File: config.mk
export PLATFORM = sky130hd
export DESIGN_NAME = rf_wb_arbiter
export DESIGN_NICKNAME = d
export VERILOG_FILES = /design/src/rtl/rf_wb_arbiter.sv
export SDC_FILE = /design/constraint.sdc
export NUM_CORES = 1
export LEC_CHECK = 0
export CAP_MARGIN = 10
export CORE_MARGIN = 4
export CORE_UTILIZATION = 50
export CTS_BUF_LIST = sky130_fd_sc_hd__clkbuf_16
export CTS_CLUSTER_SIZE = 20
export DETAILED_ROUTE_END_ITERATION = 6
export PLACE_DENSITY_LB_ADDON = 0.2
export SLEW_MARGIN = 20
export SYNTH_ARGS = -nofsm -noshare
export SYNTH_HDL_FRONTEND = slang
export SYNTH_SLANG_ARGS = --single-unit
File: constraint.sdc
create_clock -name clk -period 4.05 [get_ports clk]
set_input_delay 0.405 -clock clk [delete_from_list [all_inputs] [get_ports clk]]
set_output_delay 0.405 -clock clk [all_outputs]
set_load 0.02 [all_outputs]
File: src/rtl/rf_wb_arbiter.sv
// ---------------------------------------------------------------------------
// rf_wb_arbiter
//   Shares the register bank's single write port between the ALU result path
//   and the memory load path, and keeps a pending-write scoreboard so the
//   issue logic can stall on read-after-write hazards.
//
//   Loads normally win a conflict. After the ALU has lost STARVE_MAX
//   consecutive cycles, it is forced to win once.
//
// Ports
//   clk, reset            clock; asynchronous active-low reset
//   alu_valid/rd/data     ALU write request (valid/ready handshake)
//   alu_ready             ALU request accepted when high with alu_valid
//   mem_valid/rd/data     load write request (valid/ready handshake)
//   mem_ready             load request accepted when high with mem_valid
//   issue_en, issue_rd    issued instruction will write issue_rd
//   rs1_sel (6b)          A-port selector; values 32..63 select PC
//   rs2_sel (5b)          B-port selector
//   rs1_busy, rs2_busy    selected register has an outstanding write
//   rd, busC              registered write address/data to the bank (rd 0 = none)
//   wb_fire               registered pulse: a write was issued to the bank
//   wb_err                sticky: accepted write to a non-pending register
// ---------------------------------------------------------------------------
module rf_wb_arbiter #(
  parameter int DATA_W     = 32,
  parameter int STARVE_MAX = 3
) (
  input  logic              clk,
  input  logic              reset,
  input  logic              alu_valid,
  input  logic [4:0]        alu_rd,
  input  logic [DATA_W-1:0] alu_data,
  output logic              alu_ready,
  input  logic              mem_valid,
  input  logic [4:0]        mem_rd,
  input  logic [DATA_W-1:0] mem_data,
  output logic              mem_ready,
  input  logic              issue_en,
  input  logic [4:0]        issue_rd,
  input  logic [5:0]        rs1_sel,
  input  logic [4:0]        rs2_sel,
  output logic              rs1_busy,
  output logic              rs2_busy,
  output logic [4:0]        rd,
  output logic [DATA_W-1:0] busC,
  output logic              wb_fire,
  output logic              wb_err
);

  localparam logic [2:0] STARVE_LIM = 3'(STARVE_MAX);

  logic [2:0]        starve_q, starve_d;
  logic [31:0]       pending_q, pending_d;
  logic [4:0]        rd_q, rd_d;
  logic [DATA_W-1:0] busc_q, busc_d;
  logic              fire_q, fire_d;
  logic              err_q, err_d;

  logic              starve_hit;
  logic              alu_acc;
  logic              mem_acc;
  logic              acc;
  logic [4:0]        win_rd;
  logic [DATA_W-1:0] win_data;

  // Arbitration: loads win unless the ALU has been starved long enough.
  // Both readies are gated by reset so nothing is accepted while it is low.
  assign starve_hit = (starve_q == STARVE_LIM);
  assign mem_ready  = reset && (!alu_valid || !starve_hit);
  assign alu_ready  = reset && (!mem_valid ||  starve_hit);

  assign alu_acc = alu_valid && alu_ready;
  assign mem_acc = mem_valid && mem_ready;
  assign acc     = alu_acc || mem_acc;

  // At most one of the two accepts is high, so a simple mux picks the winner.
  assign win_rd   = alu_acc ? alu_rd   : mem_rd;
  assign win_data = alu_acc ? alu_data : mem_data;

  // Busy is read straight from the registered scoreboard; a clear at posedge N
  // is safe to expose from N because the bank captures on the following negedge.
  assign rs1_busy = !rs1_sel[5] && pending_q[rs1_sel[4:0]];
  assign rs2_busy = pending_q[rs2_sel];

  assign rd      = rd_q;
  assign busC    = busc_q;
  assign wb_fire = fire_q;
  assign wb_err  = err_q;

  always_comb begin
    starve_d  = starve_q;
    pending_d = pending_q;
    rd_d      = 5'd0;
    busc_d    = busc_q;
    fire_d    = 1'b0;
    err_d     = err_q;

    if (!alu_valid || alu_acc) begin
      starve_d = 3'd0;
    end else if (!starve_hit) begin
      starve_d = starve_q + 3'd1;
    end

    if (acc) begin
      rd_d   = win_rd;
      busc_d = win_data;
      fire_d = (win_rd != 5'd0);
      if ((win_rd != 5'd0) && !pending_q[win_rd]) begin
        err_d = 1'b1;
      end
      pending_d[win_rd] = 1'b0;
    end

    // Set is applied after clear so a same-cycle issue to the same register wins.
    if (issue_en) begin
      pending_d[issue_rd] = 1'b1;
    end
    pending_d[0] = 1'b0;
  end

  // Register stage: write-back port, scoreboard and starvation counter.
  always_ff @(posedge clk or negedge reset) begin
    if (!reset) begin
      starve_q  <= 3'd0;
      pending_q <= 32'd0;
      rd_q      <= 5'd0;
      busc_q    <= '0;
      fire_q    <= 1'b0;
      err_q     <= 1'b0;
    end else begin
      starve_q  <= starve_d;
      pending_q <= pending_d;
      rd_q      <= rd_d;
      busc_q    <= busc_d;
      fire_q    <= fire_d;
      err_q     <= err_d;
    end
  end

endmodule

==> impl_summary.log, run 1 <==
[metrics] status: finished clean
[metrics] cell count after synthesis: ~390
[metrics] combined buffer and inverter count along the critical path: 2
[metrics] final instance count without filler cells: about 630
[metrics] Final HPWL DP: roughly 9500 um
[metrics] flip-flop cell with the highest count after synthesis: sky130_fd_sc_hd__dfrtp_1
[metrics] number of instances in the placed design: just over 600
[metrics] global-route wire length before repair: roughly 20000 um
[metrics] initial antenna violation count: 0
[metrics] Top Ports: 138
[metrics] Crit path largest cell delay: 780 ps
[metrics] final design utilization: 0.740
[metrics] layout overhead on the synthesized area: 41.2%
[metrics] storage element area: around 0.0018 mm^2
[metrics] dpl cell area: approximately 0.0056 mm^2
[metrics] maximum fanout count along the critical path: 9
[metrics] commonest non-fill, non-tap cell in the layout: sky130_fd_sc_hd__clkdlybuf4s50_1
[metrics] clock sink count: between 70 and 80
[metrics] final number of setup-violating endpoints: 0
[metrics] Seq/Total Area, Yosys: 0.442
[metrics] CP startpoint kind: input pin
[metrics] final net count: 621
[metrics] kind of cell adding the most delay to the critical path: multiplexers
[metrics] area of all placed cells without fillers: slightly below 0.006 mm^2
[metrics] number of levels the H-tree was split into: 3
[metrics] Core Footprint: 0.00789 mm^2
[metrics] total negative slack: 0 ps
[metrics] number of hold violations in the final report: 0
[metrics] # fillers: approximately 570
[metrics] Starting DRT DRC Count: 253
[metrics] routability congestion estimate from global placement: ~0.96
[metrics] DR pass1 iterations: 5
[metrics] Max Slew Vio Count: 0
[metrics] leakage power: roughly 0.0022 uW
[metrics] total standard cell area after synthesis: 0.00414 mm^2
[metrics] CTS tree: yes
[metrics] clock slew at the register clock pins of the worst setup and hold paths: about 50 ps
[metrics] cell-by-cell listing of the critical path: clkdlybuf4s50_1 > mux4_2 > mux4_2 > mux2_2 > clkdlybuf4s50_1
[metrics] setup repair after global routing missed its margin: false
[metrics] count of standard-cell rows: 32
[metrics] total setup buffers inserted after CTS: 0
[metrics] die width: between 90 and 100 um
[metrics] CP endpoint: rs2_busy
[metrics] Mapped Nets: about 490
[metrics] Crit. path cell count: 5
[metrics] reg-to-reg setup timing slack: roughly 1100 ps
[metrics] Synth Warn #: 0
[metrics] Total Routing Usage GR: 0.265
[metrics] worst-case vdd ir drop: between 0.0002 and 0.0003 V
[metrics] floorplan die height: 98.9 um
[metrics] sum of overflow across all layers after global routing: 0
[metrics] class of the most critical hold timing path: in2async
[metrics] FF-to-FF Start: starve_q[0]
[metrics] Synth Area per Inst: ~11 um^2
[metrics] length in cells of the worst reg-to-reg path: 9
[metrics] multi-input logic area: between 0.002 and 0.0025 mm^2
[metrics] number of distinct standard cells referenced by the synthesized netlist: a little over 40
[metrics] cts-stage hold buffer count: 0
[metrics] commonest non-fill, non-tap cells in the layout: sky130_fd_sc_hd__clkdlybuf4s50_1, sky130_fd_sc_hd__o21ai_0, sky130_fd_sc_hd__dfrtp_1
[metrics] diodes inserted: 0
[metrics] Worst Clk Skew: approximately 4 ps
[metrics] Die Footprint: 0.00979 mm^2
[metrics] capturing point of the worst reg2reg path: wb_err
[metrics] post-detailed-route count of antenna-violating nets: 0
[metrics] dominant cell type by area after synthesis: sky130_fd_sc_hd__dfrtp_1
[metrics] DR WL/cell: approximately 20 um
[metrics] share of the clock period used by the worst path: 0.860
[metrics] fraction of synthesized cell area taken by the top area cell type: 0.442
[metrics] Crit-path slowest cell: sky130_fd_sc_hd__clkdlybuf4s50_1
[metrics] fmax: approximately 290 MHz
[metrics] via count: 3821
[metrics] fraction of final layout cells with drive strength greater than 1: 0.117
[metrics] total of flip-flops plus latches after synthesis: 73
[metrics] async set or reset register ratio after synthesis: 1.00
[metrics] Req. time, crit path: roughly 3600 ps
[metrics] worst-case clock buffer depth: 2
[metrics] critical path launch point: rs2_sel[0]
[metrics] headroom to the max-slew limit: 0.623
[metrics] most area-consuming cells after synthesis: sky130_fd_sc_hd__dfrtp_1, sky130_fd_sc_hd__o21ai_0, sky130_fd_sc_hd__mux4_2, sky130_fd_sc_hd__mux2i_1, sky130_fd_sc_hd__nand2_1
[metrics] number of synthesized flops with an enable pin: 0
[metrics] number of violations of the max-capacitance limit: 0
[metrics] number of CTS-inserted buffers: 9
[metrics] starting density of the core: 0.524
[metrics] vias in the first global route: 3903
[metrics] # DRC: 0
[metrics] post-cts repair resize count: 0
[metrics] slew of the pin with the lowest slew margin: ~550 ps
[metrics] ratio of total power to cell area: between 400 and 500 mW/mm^2
[metrics] wire length reported by the detailed router: about 13000 um
[metrics] power after layout: approximately 2400 uW
[metrics] number of port buffers: 137
[metrics] routed via count divided by cell count: roughly 6
[metrics] critical path arrival: 3080 ps
[metrics] largest net degree at the start of global routing: 70
[metrics] latest clock arrival within the worst-skew pair: approximately 330 ps
[metrics] cell at the root of the clock tree: sky130_fd_sc_hd__clkbuf_16
[metrics] type of element capturing the critical path: primary output
[metrics] WS Path Type: in2out
[metrics] time the worst path needs with I/O delays and setup: approximately 3500 ps
cell usage after synthesis (5+ instances only):
library cell                n
sky130_fd_sc_hd__mux2i_1   34
sky130_fd_sc_hd__a22oi_1    5
sky130_fd_sc_hd__mux4_2    21
sky130_fd_sc_hd__dfrtp_1   73
sky130_fd_sc_hd__nand2_1   51
sky130_fd_sc_hd__nand4_1    6
sky130_fd_sc_hd__o21ai_0   97
sky130_fd_sc_hd__nand3_1   11
sky130_fd_sc_hd__nor2_1    10
sky130_fd_sc_hd__mux2_2    11
sky130_fd_sc_hd__clkbuf_1  12
sky130_fd_sc_hd__nand3b_1   6
stage by stage:
stage | hold slack, ps | setup WS [ps]
after floorplan | 109 | 1450
after global placement | 393 | 643
after detailed placement | 399 | 556
after CTS | 54.6 | 552
after global routing | 74.4 | 476
final | 26.5 | 568
how the worst min path moves through the flow:
| stage | startpoint | end | slack [ps] | cells after the start |
|---|---|---|---|---|
| 2_1_floorplan | reset | busC[0] | 110 | 0 |
| 3_3_place_gp | reset | rd[2] | 390 | 1 |
| 3_5_place_dp | reset | rd[2] | 400 | 1 |
| 4_1_cts | reset | rd[3] | 50 | 1 |
| 5_1_grt | reset | rd[3] | 70 | 1 |
| 6_report | reset | rd[2] | 30 | 1 |
cell families (layout without fill, tap and decap cells):
| family | Yosys count | in the layout | synth area share |
|---|---|---|---|
| buffers and inverters | 20 | 158 | 0.0239 |
| AO/OA/AOI/OAI | 122 | 122 | 0.165 |
| adder cells (fa/ha/maj) | 2 | 2 | 0.00605 |
| multiplexers | 70 | 70 | 0.240 |
| AND/OR/NAND/NOR | 104 | 104 | 0.123 |
| flip-flops | 73 | 73 | 0.442 |
layout make-up:
class                      instances  share of cell area
multi-input combinational        298               0.380
timing repair buffer             140               0.238
tap                              102              0.0219
clock buffer                       9              0.0386
sequential                        73               0.313
inverter                           2             0.00129
clock inverter                     7             0.00664
worst register-to-register path, delay by kind of cell, from the launching register on:
family | cells | cell delay (ps)
AO/OA/AOI/OAI | 2 | 790
AND/OR/NAND/NOR | 4 | 630
multiplexers | 1 | 580
adder cells (fa/ha/maj) | 2 | 470
flip-flops | 1 | 400
power breakdown:
| group | switching [uW] | total (uW) | internal (uW) |
|---|---|---|---|
| Clock | 295 | 702 | 407 |
| Combinational | 314 | 696 | 382 |
| Sequential | 174 | 1030 | 859 |
state kept, by name (all words and copies together) (netlist names):
| register | flops |
|---|---|
| pending_q | 31 |
| rd | 5 |
| wb_fire | 1 |
| busC | 32 |
| starve_q | 3 |
| wb_err | 1 |
metal layers:
layer,GRT usage,share of wire,up-vias
met5,0,0,-
met4,0.105,0.032,0
met3,0.0708,0.11,42
met2,0.426,0.48,260
met1,0.342,0.38,1777
li1,-,-,1742
Power figures use the tool's default switching activity.
==> run 2, diff against run 1 <==
--- a/config.mk
+++ b/config.mk
@@ -11,6 +11,7 @@
 export CTS_BUF_LIST = sky130_fd_sc_hd__clkbuf_16
 export CTS_CLUSTER_SIZE = 20
 export DETAILED_ROUTE_END_ITERATION = 6
+export HOLD_SLACK_MARGIN = 0.06
 export PLACE_DENSITY_LB_ADDON = 0.2
 export SLEW_MARGIN = 20
 export SYNTH_ARGS = -nofsm -noshare
==> run 2 against run 1 <==
Via count down 0.34%; highest routed layer unchanged; flip-flop and latch count unchanged; register-to-register slack worse by 20 ps; clock skew up 1.8 ps; combinational power about the same; core utilization up 0.13 points; power down 0.17%; setup slack about the same; final cell count up 0.16%.
==> impl_summary.log, run 2 (synthesis gave the netlist of run 1 again) <==
[metrics] fraction of final layout cells with drive strength greater than 1: 0.117
[metrics] number of violations of the max-capacitance limit: 0
[metrics] Top Ports: between 100 and 150
[metrics] slew of the pin with the lowest slew margin: 598 ps
[metrics] Max Slew Vio Count: 0
[metrics] headroom to the max-slew limit: 0.601
[metrics] die width: a little under 100 um
[metrics] worst-case vdd ir drop: just under 0.0003 V
[metrics] largest net degree at the start of global routing: 70
[metrics] time the worst path needs with I/O delays and setup: between 3000 and 4000 ps
[metrics] CP startpoint kind: input pin
[metrics] # DRC: 0
[metrics] worst-case clock buffer depth: 2
[metrics] initial antenna violation count: 0
[metrics] status: finished clean
[metrics] floorplan die height: between 90 and 100 um
[metrics] via count: between 3000 and 4000
[metrics] Core Footprint: roughly 0.0079 mm^2
[metrics] layout overhead on the synthesized area: 41.4%
[metrics] setup repair after global routing missed its margin: false
[metrics] post-detailed-route count of antenna-violating nets: 0
[metrics] CTS tree: yes
[metrics] multi-input logic area: between 0.002 and 0.0025 mm^2
[metrics] vias in the first global route: a little under 4000
[metrics] commonest non-fill, non-tap cells in the layout: sky130_fd_sc_hd__clkdlybuf4s50_1, sky130_fd_sc_hd__o21ai_0, sky130_fd_sc_hd__dfrtp_1
[metrics] count of standard-cell rows: 32
[metrics] critical path arrival: approximately 3100 ps
[metrics] maximum fanout count along the critical path: 9
[metrics] ratio of total power to cell area: 415 mW/mm^2
[metrics] cell at the root of the clock tree: sky130_fd_sc_hd__clkbuf_16
[metrics] Starting DRT DRC Count: between 300 and 400
[metrics] clock sink count: 73
[metrics] cts-stage hold buffer count: 1
[metrics] WS Path Type: in2out
[metrics] number of hold violations in the final report: 0
[metrics] share of the clock period used by the worst path: 0.860
[metrics] storage element area: 0.00183 mm^2
[metrics] number of CTS-inserted buffers: 9
[metrics] wire length reported by the detailed router: between 10000 and 15000 um
[metrics] commonest non-fill, non-tap cell in the layout: sky130_fd_sc_hd__clkdlybuf4s50_1
[metrics] number of port buffers: roughly 140
[metrics] cell internal power dissipation: 1650 uW
[metrics] switching power: roughly 780 uW
[metrics] part of the total power dissipated in combinational logic: 0.286
[metrics] DR WL/cell: just over 20 um
[metrics] Req. time, crit path: ~3600 ps
[metrics] routability congestion estimate from global placement: approximately 0.96
[metrics] DR pass1 iterations: 5
[metrics] number of levels the H-tree was split into: 3
[metrics] post-cts repair resize count: 0
[metrics] routed via count divided by cell count: ~6
[metrics] diodes inserted: 0
[metrics] Die Footprint: slightly below 0.01 mm^2
[metrics] fmax: 287 MHz
[metrics] Total Routing Usage GR: 0.265
[metrics] global-route wire length before repair: approximately 20000 um
[metrics] leakage power: roughly 0.0023 uW
[metrics] final net count: about 620
[metrics] portion of total power attributed to the clock network: 0.289
[metrics] class of the most critical hold timing path: reg2reg
[metrics] clock slew at the register clock pins of the worst setup and hold paths: 50 ps
[metrics] total setup buffers inserted after CTS: 0
[metrics] final number of setup-violating endpoints: 0
[metrics] # fillers: ~560
[metrics] Worst Clk Skew: slightly below 6 ps
[metrics] starting density of the core: 0.524
[metrics] number of flip-flops in the largest register: 32
[metrics] latest clock arrival within the worst-skew pair: between 300 and 400 ps
[metrics] switching power as a share of total power: 0.321
[metrics] Final HPWL DP: around 9500 um
[metrics] worst hold margin: about 480 ps
[metrics] sum of overflow across all layers after global routing: 0
[metrics] total negative slack: 0 ps
[metrics] type of element capturing the critical path: primary output
[metrics] sequential cell fraction of total power: 0.425
## run 2: area by class of cell
cell class | count | share of cell area
Multi-Input combinational cell | 298 | 0.380
Sequential cell | 73 | 0.312
Timing Repair Buffer | 141 | 0.240
Clock buffer | 9 | 0.0385
Tap cell | 102 | 0.0218
Clock inverter | 7 | 0.00663
Inverter | 2 | 0.00128
## run 2: power by group through the flow
stage | registers, uW | clock network, uW | logic (uW)
2_1_floorplan | 1010 | 0 | 343
3_3_place_gp | 1020 | 0 | 662
3_5_place_dp | 1030 | 0 | 689
4_1_cts | 1020 | 709 | 695
5_1_grt | 1040 | 745 | 753
6_report | 1030 | 701 | 694
## run 2: metrics by stage
step | total power, uW | instances | worst slack, ps | instance area (um^2) | util
floorplan | 1350 | 391 | 1450 | 4140 | -
global placement | 1680 | 615 | 643 | 5570 | 0.707
detailed placement | 1720 | 615 | 556 | 5570 | 0.707
CTS | 2420 | 632 | 552 | 5850 | 0.741
global route | 2530 | 632 | 476 | 5850 | 0.741
finish | 2430 | 632 | 568 | 5850 | 0.741
## run 2: worst paths after layout
path,slack (ps),endpoint,startpoint,cells past startpoint
max,570,rs2_busy,rs2_sel[0],5
min,480,busC[15],busC[15],2
max reg2reg,1070,wb_err,starve_q[0],9
min reg2reg,480,busC[15],busC[15],2
max in group asynchronous,2550,pending_q[24],reset,3
min in group asynchronous,580,rd[3],reset,2
## run 2: worst max-delay path, cell delays in order
cell and delay, ps:
sky130_fd_sc_hd__clkdlybuf4s50_1 780, sky130_fd_sc_hd__mux4_2 590, sky130_fd_sc_hd__mux4_2 490, sky130_fd_sc_hd__mux2_2 270, sky130_fd_sc_hd__clkdlybuf4s50_1 540
## run 2: layer usage
layer / vias up / wire, um / global-route usage
met5: - / 0 / 0
met4: 0 / 439 / 0.105
met3: 42 / 1450 / 0.0701
met2: 244 / 6060 / 0.426
met1: 1781 / 4850 / 0.342
li1: 1741 / - / -
==> run 3, diff against run 2 <==
--- a/config.mk
+++ b/config.mk
@@ -5,6 +5,7 @@
 export SDC_FILE = /design/constraint.sdc
 export NUM_CORES = 1
 export LEC_CHECK = 0
+export ABC_CLOCK_PERIOD_IN_PS = 4200
 export CAP_MARGIN = 10
 export CORE_MARGIN = 4
 export CORE_UTILIZATION = 50
==> constraint.sdc (replaced) <==
create_clock -name clk -period 4.2 [get_ports clk]
set_input_delay 0.42 -clock clk [delete_from_list [all_inputs] [get_ports clk]]
set_output_delay 0.42 -clock clk [all_outputs]
set_load 0.02 [all_outputs]
==> run 3 against run 2 <==
Clock power up 3.1%; via count up 1.4%; non-clock buffer count unchanged; wire length up 2.3%; sequential share of layout area down 0.060 points; critical endpoint unchanged; register-to-register slack better by 70 ps; highest routed layer unchanged; clock-buffer cell count unchanged; worst hold slack about the same.
==> impl_summary.log, run 3 (synthesis gave the netlist of run 1 again) <==
[metrics] leakage power: 0.00225 uW
[metrics] Placement Setup Slack: 720 ps
[metrics] length in cells of the worst reg-to-reg path: 9
[metrics] FF-to-FF Start: starve_q[0]
[metrics] via count: between 3000 and 4000
[metrics] Starting DRT DRC Count: between 300 and 400
[metrics] fraction of final layout cells with drive strength greater than 1: 0.114
[metrics] Final HPWL DP: between 9000 and 10000 um
[metrics] count of standard-cell rows: 32
[metrics] number of CTS-inserted buffers: 9
[metrics] Max Slew Vio Count: 0
[metrics] post-cts repair resize count: 0
[metrics] number of violations of the max-capacitance limit: 0
[metrics] ratio of total power to cell area: ~410 mW/mm^2
[metrics] starting density of the core: 0.524
[metrics] Total Routing Usage GR: 0.270
[metrics] Req. time, crit path: 3780 ps
[metrics] cell at the root of the clock tree: sky130_fd_sc_hd__clkbuf_16
[metrics] routability congestion estimate from global placement: ~0.96
[metrics] time the worst path needs with I/O delays and setup: 3460 ps
[metrics] die width: just under 100 um
[metrics] commonest non-fill, non-tap cell in the layout: sky130_fd_sc_hd__clkdlybuf4s50_1
[metrics] sequential cell fraction of total power: 0.419
[metrics] Hold EP: busC[17]
[metrics] critical hold path startpoint: busC[17]
[metrics] status: finished clean
[metrics] slew of the pin with the lowest slew margin: slightly above 600 ps
[metrics] sum of overflow across all layers after global routing: 0
[metrics] DR top layer: met4
[metrics] share of the clock period used by the worst path: 0.823
[metrics] part of the total power dissipated in combinational logic: 0.279
[metrics] number of port buffers: between 100 and 150
[metrics] number of hold violations in the final report: 0
[metrics] switching power: about 750 uW
[metrics] floorplan die height: 98.9 um
[metrics] fmax: 289 MHz
[metrics] CTS tree: yes
[metrics] number of levels the H-tree was split into: 3
[metrics] initial antenna violation count: 0
[metrics] Core Footprint: between 0.007 and 0.008 mm^2
[metrics] final number of setup-violating endpoints: 0
[metrics] Detail Route met3 WL: ~1400 um
[metrics] reg-to-reg setup timing slack: 1140 ps
[metrics] capturing point of the worst reg2reg path: wb_err
[metrics] type of element capturing the critical path: primary output
[metrics] Worst Clk Skew: 2.99 ps
[metrics] depth of the worst hold-timing path: 2
[metrics] DR pass1 iterations: 5
[metrics] switching power as a share of total power: 0.314
[metrics] critical path arrival: approximately 3000 ps
[metrics] portion of total power attributed to the clock network: 0.302
[metrics] diodes inserted: 0
[metrics] # DRC: 0
[metrics] clock slew at the register clock pins of the worst setup and hold paths: about 50 ps
[metrics] worst-case vdd ir drop: 0.000258 V
[metrics] smallest setup slack after layout: about 740 ps
[metrics] total negative slack: 0 ps
[metrics] CP startpoint kind: input pin
[metrics] clock sink count: between 70 and 80
[metrics] routed via count divided by cell count: a little over 6
[metrics] WL met2: about 6200 um
[metrics] Die Footprint: about 0.0098 mm^2
[metrics] class of the most critical hold timing path: reg2reg
[metrics] commonest non-fill, non-tap cells in the layout: sky130_fd_sc_hd__clkdlybuf4s50_1, sky130_fd_sc_hd__o21ai_0, sky130_fd_sc_hd__dfrtp_1
[metrics] wl on met1: about 5000 um
[metrics] worst-case clock buffer depth: 2
[metrics] wire length reported by the detailed router: roughly 13000 um
[metrics] layout overhead on the synthesized area: 41.7%
[metrics] vias in the first global route: approximately 4000
[metrics] final net count: approximately 620
[metrics] maximum fanout count along the critical path: 9
[metrics] WS Path Type: in2out
[metrics] setup repair after global routing missed its margin: false
[metrics] DR WL/cell: approximately 21 um
[metrics] cell internal power dissipation: around 1600 uW
[metrics] number of flip-flops in the largest register: 32
[metrics] latest clock arrival within the worst-skew pair: ~330 ps
[metrics] largest net degree at the start of global routing: 70
[metrics] Top Ports: 138
[metrics] post-detailed-route count of antenna-violating nets: 0
[metrics] global-route wire length before repair: between 20000 and 25000 um
[metrics] headroom to the max-slew limit: 0.594
==> run 3: repair_timing <==
action / 4_1_cts / 5_1_grt
endpoints found under the hold margin: 24 / 0
setup buffers: 0 / 0
hold buffers: 1 / 0
==> run 3: layout make-up <==
cell class	instances	area, um^2
inverters	2	7.51
multi-input cells	298	2220
flip-flops and latches	73	1830
clock buffers	9	225
fillers	570	2030
clock inverters	5	50.0
well taps	102	128
repair buffers	141	1400
==> run 3: critical path, stage by stage <==
cell                              delay (ps)
sky130_fd_sc_hd__clkdlybuf4s50_1         770
sky130_fd_sc_hd__mux4_2                  570
sky130_fd_sc_hd__mux4_2                  470
sky130_fd_sc_hd__mux2_2                  270
sky130_fd_sc_hd__clkdlybuf4s50_1         540
==> run 3: per-stage QoR <==
step / total power, uW / area (um^2) / utilization / hold WS [ps] / std cells
6_report: 2400 / 5860 / 0.743 / 477 / 630
5_1_grt: 2490 / 5860 / 0.743 / 507 / 630
4_1_cts: 2380 / 5860 / 0.743 / 482 / 630
3_5_place_dp: 1660 / 5570 / 0.707 / 372 / 615
3_3_place_gp: 1620 / 5570 / 0.707 / 363 / 615
2_1_floorplan: 1300 / 4140 / - / 124 / 391
==> run 3: worst max path at each step <==
stage | slack [ps] | start | end | cells past startpoint
4_1_cts | 720 | rs2_sel[0] | rs2_busy | 5
3_5_place_dp | 720 | rs2_sel[0] | rs2_busy | 5
2_1_floorplan | 1600 | starve_q[0] | wb_err | 10
5_1_grt | 590 | rs2_sel[0] | rs2_busy | 5
3_3_place_gp | 770 | rs2_sel[0] | rs2_busy | 5
6_report | 740 | rs2_sel[0] | rs2_busy | 5
==> run 3: power by group through the flow <==
| stage | logic, uW | clock network, uW | registers, uW |
|---|---|---|---|
| 2_1_floorplan | 331 | 0 | 971 |
| 4_1_cts | 670 | 728 | 984 |
| 3_5_place_dp | 660 | 0 | 995 |
| 5_1_grt | 727 | 761 | 1000 |
| 3_3_place_gp | 638 | 0 | 986 |
| 6_report | 669 | 723 | 1000 |
==> run 3: metal layers <==
layer / vias to the layer above / global-route usage
met1: 1838 / 0.346
met5: - / 0
li1: 1735 / -
met3: 44 / 0.0764
met4: 0 / 0.127
met2: 246 / 0.426
